<file path="config.mk">
export PLATFORM = sky130hd
export DESIGN_NAME = sync_payload_capture_flat
export DESIGN_NICKNAME = d
export VERILOG_FILES = /design/src/rtl/sync_payload_capture_if.sv /design/src/rtl/sync_payload_capture.sv /design/src/flat_wrapper.sv
export SDC_FILE = /design/constraint.sdc
export NUM_CORES = 1
export LEC_CHECK = 0
export BUFFER_PORTS_ARGS = -buffer_cell sky130_fd_sc_hd__buf_4
export CAP_MARGIN = 20
export CORE_AREA = 2 2 54 81
export CTS_BUF_LIST = sky130_fd_sc_hd__clkbuf_8 sky130_fd_sc_hd__clkbuf_16
export CTS_CLUSTER_DIAMETER = 50
export CTS_CLUSTER_SIZE = 40
export DETAILED_ROUTE_END_ITERATION = 7
export DIE_AREA = 0 0 56 83
export GPL_TIMING_DRIVEN = 1
export PLACE_DENSITY = 0.73
export SETUP_SLACK_MARGIN = 0.1
export SYNTH_ARGS = -nofsm -noshare
export SYNTH_HDL_FRONTEND = slang
export SYNTH_SLANG_ARGS = --single-unit
</file>
<file path="constraint.sdc">
create_clock -name clk -period 2.1 [get_ports clk]
set_input_delay 0.105 -clock clk [delete_from_list [all_inputs] [get_ports clk]]
set_output_delay 0.105 -clock clk [all_outputs]
set_load 0.02 [all_outputs]
</file>
<file path="src/rtl/sync_payload_capture_if.sv">
// sync_payload_capture_if: serial input, detect pulse and valid/ready payload output of the capture block
interface sync_payload_capture_if #(
    parameter int PAYLOAD_W = 16,
    parameter int CNT_W = 8
);
    logic x_i;
    logic det_i;
    logic ready_i;
    logic [PAYLOAD_W-1:0] payload_o;
    logic valid_o;
    logic busy_o;
    logic [CNT_W-1:0] frame_cnt_o;
    logic overrun_o;
    modport master (
        output x_i, det_i, ready_i,
        input payload_o, valid_o, busy_o, frame_cnt_o, overrun_o
    );
    modport slave (
        input x_i, det_i, ready_i,
        output payload_o, valid_o, busy_o, frame_cnt_o, overrun_o
    );
endinterface

</file>
<file path="src/rtl/sync_payload_capture.sv">
// sync_payload_capture: deserialises the payload after each sync detect into a single-entry valid/ready register
module sync_payload_capture #(
    parameter int PAYLOAD_W = 16,
    parameter int CNT_W = 8
) (
    input logic clk,
    input logic reset,
    sync_payload_capture_if.slave bus
);
    localparam int IDX_W = $clog2(PAYLOAD_W);
    localparam logic [IDX_W-1:0] LAST_IDX = IDX_W'(PAYLOAD_W - 1);
    typedef enum logic {IDLE, CAPTURE} state_t;
    state_t state, state_n;
    logic [PAYLOAD_W-1:0] shreg, shreg_n, payload;
    logic [IDX_W-1:0] idx, idx_n;
    logic [CNT_W-1:0] frame_cnt;
    logic valid, overrun, done, load, take;
    // Detect starts a frame with the current bit already captured; the frame ends on the bit at LAST_IDX
    always_comb begin
        state_n = state;
        shreg_n = shreg;
        idx_n = idx;
        done = 1'b0;
        if (state == IDLE) begin
            if (bus.det_i) begin
                state_n = CAPTURE;
                shreg_n = {{(PAYLOAD_W-1){1'b0}}, bus.x_i};
                idx_n = IDX_W'(1);
            end
        end else begin
            shreg_n = {shreg[PAYLOAD_W-2:0], bus.x_i};
            idx_n = idx + 1'b1;
            if (idx == LAST_IDX) begin
                done = 1'b1;
                state_n = IDLE;
                idx_n = '0;
            end
        end
    end
    assign take = valid & bus.ready_i;
    assign load = done & (~valid | bus.ready_i);
    // State, shifter and output register; a completed frame is dropped only when the register is stuck full
    always_ff @(posedge clk) begin
        if (reset) begin
            state <= IDLE;
            shreg <= '0;
            idx <= '0;
            payload <= '0;
            valid <= 1'b0;
            frame_cnt <= '0;
            overrun <= 1'b0;
        end else begin
            state <= state_n;
            shreg <= shreg_n;
            idx <= idx_n;
            if (load) payload <= shreg_n;
            valid <= load | (valid & ~take);
            frame_cnt <= frame_cnt + CNT_W'(load);
            overrun <= overrun | (done & valid & ~bus.ready_i);
        end
    end
    assign bus.payload_o = payload;
    assign bus.valid_o = valid;
    assign bus.busy_o = (state == CAPTURE);
    assign bus.frame_cnt_o = frame_cnt;
    assign bus.overrun_o = overrun;
endmodule

</file>
<file path="src/flat_wrapper.sv">
// flat-port wrapper written by rule: the top's interface ports become plain ports
module sync_payload_capture_flat 
#(
    parameter int PAYLOAD_W = 16,
    parameter int CNT_W = 8
)
  (clk, reset, bus_x_i, bus_det_i, bus_ready_i, bus_payload_o, bus_valid_o, bus_busy_o, bus_frame_cnt_o, bus_overrun_o);
  sync_payload_capture_if #(.PAYLOAD_W(PAYLOAD_W), .CNT_W(CNT_W)) bus_i ();
  input logic clk;
  input logic reset;
  input wire logic [$bits(bus_i.x_i)-1:0] bus_x_i;
  input wire logic [$bits(bus_i.det_i)-1:0] bus_det_i;
  input wire logic [$bits(bus_i.ready_i)-1:0] bus_ready_i;
  output wire logic [$bits(bus_i.payload_o)-1:0] bus_payload_o;
  output wire logic [$bits(bus_i.valid_o)-1:0] bus_valid_o;
  output wire logic [$bits(bus_i.busy_o)-1:0] bus_busy_o;
  output wire logic [$bits(bus_i.frame_cnt_o)-1:0] bus_frame_cnt_o;
  output wire logic [$bits(bus_i.overrun_o)-1:0] bus_overrun_o;
  assign bus_i.x_i = bus_x_i;
  assign bus_i.det_i = bus_det_i;
  assign bus_i.ready_i = bus_ready_i;
  assign bus_payload_o = bus_i.payload_o;
  assign bus_valid_o = bus_i.valid_o;
  assign bus_busy_o = bus_i.busy_o;
  assign bus_frame_cnt_o = bus_i.frame_cnt_o;
  assign bus_overrun_o = bus_i.overrun_o;
  sync_payload_capture #(.PAYLOAD_W(PAYLOAD_W), .CNT_W(CNT_W)) u_core (.clk(clk), .reset(reset), .bus(bus_i));
endmodule
</file>
# [Yosys cells after proc, flatten, opt, wreduce, memory -nomap -nowiden]
# Cells that the tools add are included.
[classes] div=0 shifts=0 magnitude_cmp=0 n_reduce_logical=1 n_addsub=2 n_eq_ne=1 mul=0 bitwise_logic=11 mux=10
[op_table] operator="$mux 16" n=2
[op_table] operator="$mux 4" n=3
[op_table] operator="$add 8x1->8" n=1
[op_table] operator="$and 1x1->1" n=5
[op_table] operator="$mux 1" n=5
[op_table] operator="$add 4x1->4 const B" n=1
[op_table] operator="$eq 4x4->1 const B" n=1
[op_table] operator="$not 1->1" n=3
[op_table] operator="$or 1x1->1" n=3
[op_table] operator="$reduce_bool 2->1" n=1
[totals] latchBits=0 elab_cells=32 output_inout_bits=27 regBits=47 in_bits=5 mem_count=0 rom_bits=0 mem_bits_rw=0

# [Logic depth before layout (Yosys ltp)]
[logic_depth] word_depth=6 depth_mapped=9 depth_no_buf=8

# [Least setup slack after synthesis]
# OpenSTA, ideal clock, no wires.
[synth_timing] path_type="register -> register" start="register u_core.idx[0]" end="register u_core.frame_cnt[6] (netlist: u_core.bus.frame_cnt_o[6])" setup_time_ns=0.070 n_path_buf=1 t_required_ns=2.030 setup_slack_ns=-0.018 t_arrival_ns=2.048 period_less_slack_ns=2.118 path_stages_with_launch=10 cell_sequence="dfxtp_1 > ha_1 > nand4_4 > clkbuf_1 > nor2_1 > ha_1 > ha_1 > inv_1 > or3_1 > a21oi_1"
[synth_between] elab_chain_cells=5
[synth_rtl] item="from (decl)" line_no="sync_payload_capture.sv:15" rtl="logic [IDX_W-1:0] idx, idx_n;"
[synth_rtl] item="from (signal assigned)" line_no="sync_payload_capture.sv:55" rtl="idx <= idx_n;"
[synth_rtl] item="$eq 4x4->1" line_no="sync_payload_capture.sv:33" rtl="if (idx == LAST_IDX) begin"
[synth_rtl] item="$mux 1" line_no="sync_payload_capture.sv:33"
[synth_rtl] item="$mux 1" line_no="sync_payload_capture.sv:24" rtl="if (state == IDLE) begin"
[synth_rtl] item="$and 1x1->1" line_no="sync_payload_capture.sv:41" rtl="assign load = done & (~valid | bus.ready_i);"
[synth_rtl] item="named net u_core.load" line_no="sync_payload_capture.sv:17" rtl="logic valid, overrun, done, load, take;"
[synth_rtl] item="$add 8x1->8" line_no="sync_payload_capture.sv:58" rtl="frame_cnt <= frame_cnt + CNT_W'(load);"
[synth_rtl] item="to (signal assigned)" line_no="sync_payload_capture.sv:58"
[synth_rtl] item="to (decl)" line_no="sync_payload_capture.sv:16" rtl="logic [CNT_W-1:0] frame_cnt;"
# The timed path passes the listed nets, and every way through them passes these cells.
# A chain may end at the register's enable or synchronous reset.

# [Final worst setup path]
# Ends and elaborated chain as after synthesis.

==> impl_metrics.csv <==
group,metric,value,unit
outcome,status,"finished clean",
floorplanning,num_rows,28,
pwr,internal_power,1120,uW
logic_synthesis,syn_avg_cell_area,9.33,um^2
timing,slew_headroom,68.6,%
floorplanning,die_w,56,um
logic_synthesis,yosys.area.top_type,"dfxtp_1",
cts,clk_pin_slew,80,ps
cts,clk_path_buf_depth,2,
setup_path,cp_max_fo,5,
floorplanning,core-area,3920,um^2
place,place_ws,189,ps
cts,clock_latency,290,ps
setup_path,crit_buf_inv,1,
logic_synthesis,synthDominantCellAreaShare,51.1,%
pwr,clkPwrFrac,34.5,%
floorplanning,die_h,83,um
pwr,power.total,1450,uW
logic_synthesis,yosysUniqueCellTypes,32,
finish,multiInputGateArea,812,um^2
place,placedCellCount,259,
logic_synthesis,yosysMostFrequentCell,"dfxtp_1",
logic_synthesis,yosys_most_used_dff,"dfxtp_1",
logic_synthesis,synth_area_leaders,"dfxtp_1, a21oi_1, nand3b_1, a22oi_1, nor2_1",
setup_path,start_kind,"register",
cts,clock-sinks,46,
detailed_routing,drc,0,
detailed_routing,avgViaCountPerCell,5.42,
timing,setup_viol,0,
finish,diodes,0,
cts,h-tree-depth,2,
cts,cts_made_buffers,5,
setup_path,path_delay_family,"simple AND/OR/NAND/NOR gates",
pwr,comb_power_share,4.3,%
cts,cts_setup_buffers,0,
place,dp_hpwl,2.25,mm
detailed_routing,dr.pass1.iters,4,
place,numPortBuffers,31,
run,max_cap_viol_count,0,
floorplanning,io_pins,32,
detailed_routing,drt_iter0_drc,53,
logic_synthesis,yosysWarnings,0,
logic_synthesis,postSynth.asyncResetShare,0,%
logic_synthesis,synth_area,1800,um^2
cts,cts_tree,"built",
detailed_routing,num_vias,1442,
min_path,min_path_type,"in -> reg",
setup_path,worstPathRequired,2330,ps
logic_synthesis,synth_nets,201,
min_path,min_from,"bus_x_i",
setup_path,worstSetupEndpointType,"register",
detailed_routing,drt-total-wl,3.51,mm
floorplanning,start_util,45.9,%
logic_synthesis,syn_inst,193,
timing,post-route-min-period,1840,ps
timing,fmax,545,MHz
cts,ctsHoldBuffers,0,
timing,hold_violations,0,
finish,stdcell_count,266,
finish,area.sequential,925,um^2
logic_synthesis,synth_seq_cells,46,
pwr,leakagePower,0.000798,uW
detailed_routing,route.antenna.remaining_nets,0,
pwr,pwr_density_cell,674,nW/um^2
grt,grt_start_max_net_pins,49,
pwr,sequentialPowerShare,61.2,%
grt,antenna_found_initial,0,
grt,grt-ovfl-total,0,
timing,timing.final.ws_setup,265,ps
finish,nFillCells,393,
pwr,ir_drop,0.464,mV
setup_path,critPathLaunch,"u_core.idx[0]",
setup_path,arrival,2060,ps
setup_path,path_class,"reg -> reg",
timing,tns,0,ps
detailed_routing,avgRoutedWirePerCell,13.2,um
timing,clock_skew,5.99,ps
finish,syn_to_final_growth,19.5,%
cts,cts_root_buffer,"clkbuf_8",
grt,grtUsageTotal,15.8,%
pwr,p_sw,325,uW
place,gp_congestion,0.728,
logic_synthesis,synthTopCellsByCount,"dfxtp_1, a21oi_1, nor2_1",
floorplanning,dieArea,4650,um^2
setup_path,max_stage_delay,390,ps
logic_synthesis,yosysSeqAreaShare,51.1,%
setup_path,reg2reg_from,"u_core.idx[0]",
logic_synthesis,synth_edf_count,0,
finish,fin_nets,229,
grt,grt_first_pass_wirelength,6.04,mm
setup_path,crit_chain,"ha_4 -> nand4_4 -> nor2_2 -> ha_2 -> ha_1 -> inv_1 -> or3_1 -> a21oi_1",
grt,grt_pass1_vias,1379,
timing,slew_viol_final,0,
finish,post_route_cells_drive_above_1_share,23.1,%
timing,tightest_slew,471,ps
timing,rsz0062_at_grt,"no",
timing,min_period_over_period,87.4,%
setup_path,critPathSlowestCell,"dfxtp_2",
pwr,switching_share,22.4,%
-- registers in the layout, summed over array words and instances, names as in the netlist --
signal / cells
u_core.bus.valid_o: 1
u_core.bus.busy_o: 1
u_core.bus.payload_o: 16
u_core.bus.overrun_o: 1
u_core.idx: 4
u_core.bus.frame_cnt_o: 8
u_core.shreg: 15
-- repair_timing --
action / in CTS / in global routing
endpoints found under the setup margin: 0 / 1
gates resized for setup: 0 / 3
endpoints found under the hold margin: 0 / 0
-- per-stage QoR --
stage	utilization (%)	hold slack, ps	instance area, um^2
floorplan	-	268	1820
global placement	52.6	380	2060
detailed placement	52.6	383	2060
CTS	54.7	70.4	2140
global route	54.8	135	2150
finish	54.8	70.4	2150
-- cell type report --
| class | count | share of cell area, % |
|---|---|---|
| clock buffers | 5 | 3.20 |
| clock inverters | 2 | 0.524 |
| inverters | 2 | 0.349 |
| multi-input cells | 130 | 37.8 |
| flip-flops and latches | 46 | 43.0 |
| well taps | 45 | 2.62 |
| repair buffers | 36 | 12.6 |
-- path summary, 6_finish.rpt --
| path | cells past startpoint | slack [ps] | to |
|---|---|---|---|
| max | 8 | 260 | u_core.bus.frame_cnt_o[6] |
| min | 3 | 70 | u_core.shreg[0] |
| max reg2reg | 8 | 260 | u_core.bus.frame_cnt_o[6] |
| min reg2reg | 2 | 480 | u_core.bus.payload_o[4] |
-- tightest hold or removal path: stages --
cell and delay (ps):
buf_4 80, mux2i_1 70, nor2_1 80
-- power groups by stage --
stage / Clock (uW) / Combinational, uW / Sequential [uW]
floorplan: 0 / 45.1 / 907
global placement: 0 / 63.1 / 907
detailed placement: 0 / 63.1 / 907
CTS: 516 / 63.4 / 886
global route: 552 / 70.9 / 888
finish: 500 / 62.8 / 886
-- cells by family (layout without fill, tap and decap cells) --
kind of cell | count (synthesis) | count (layout) | synth area share [%]
adders and majority gates | 3 | 3 | 2.09
muxes | 2 | 2 | 1.11
and+or+nand+nor | 62 | 62 | 20.2
DFF | 46 | 46 | 51.1
buffers and inverters | 17 | 45 | 4.73
AOI/OAI and AO/OA | 60 | 60 | 19.2
xor gates and xnor gates | 3 | 3 | 1.46
-- cells in the final DEF (no fill, tap or decap) --
cell | synthesis | routed
and4b_1 | 1 | 1
dfxtp_1 | 46 | 43
ha_4 | 0 | 1
nand2_1 | 1 | 1
and4_1 | 1 | 1
nor3_1 | 2 | 2
nor3b_1 | 2 | 2
nand4_4 | 1 | 1
nor2_1 | 23 | 22
nor2_2 | 1 | 2
dfxtp_2 | 0 | 3
clkbuf_8 | 0 | 5
a21oi_1 | 25 | 25
nand4_1 | 1 | 1
mux2i_1 | 2 | 2
a22oi_1 | 13 | 13
nor2b_1 | 3 | 3
o21ai_0 | 17 | 17
a2111oi_2 | 1 | 1
a211oi_1 | 1 | 1
nand3_1 | 4 | 4
o22ai_1 | 1 | 1
o21ai_1 | 2 | 2
clkinvlp_4 | 0 | 1
or3_1 | 4 | 4
inv_1 | 2 | 3
xor2_1 | 2 | 2
nand2b_1 | 2 | 2
ha_1 | 3 | 1
xnor2_1 | 1 | 1
nand3b_1 | 16 | 16
buf_4 | 1 | 36
ha_2 | 0 | 1
-- metal layers --
layer  share of wire (%)  track usage [%]  vias to the layer above
li1                    -                -                      740
met1                  43             17.4                      675
met2                  52             28.3                       20
met3                 3.3             4.21                        7
met4                 2.0             6.06                        0
met5                   0                0                        -
No activity file was read; power rests on OpenSTA's default activity.
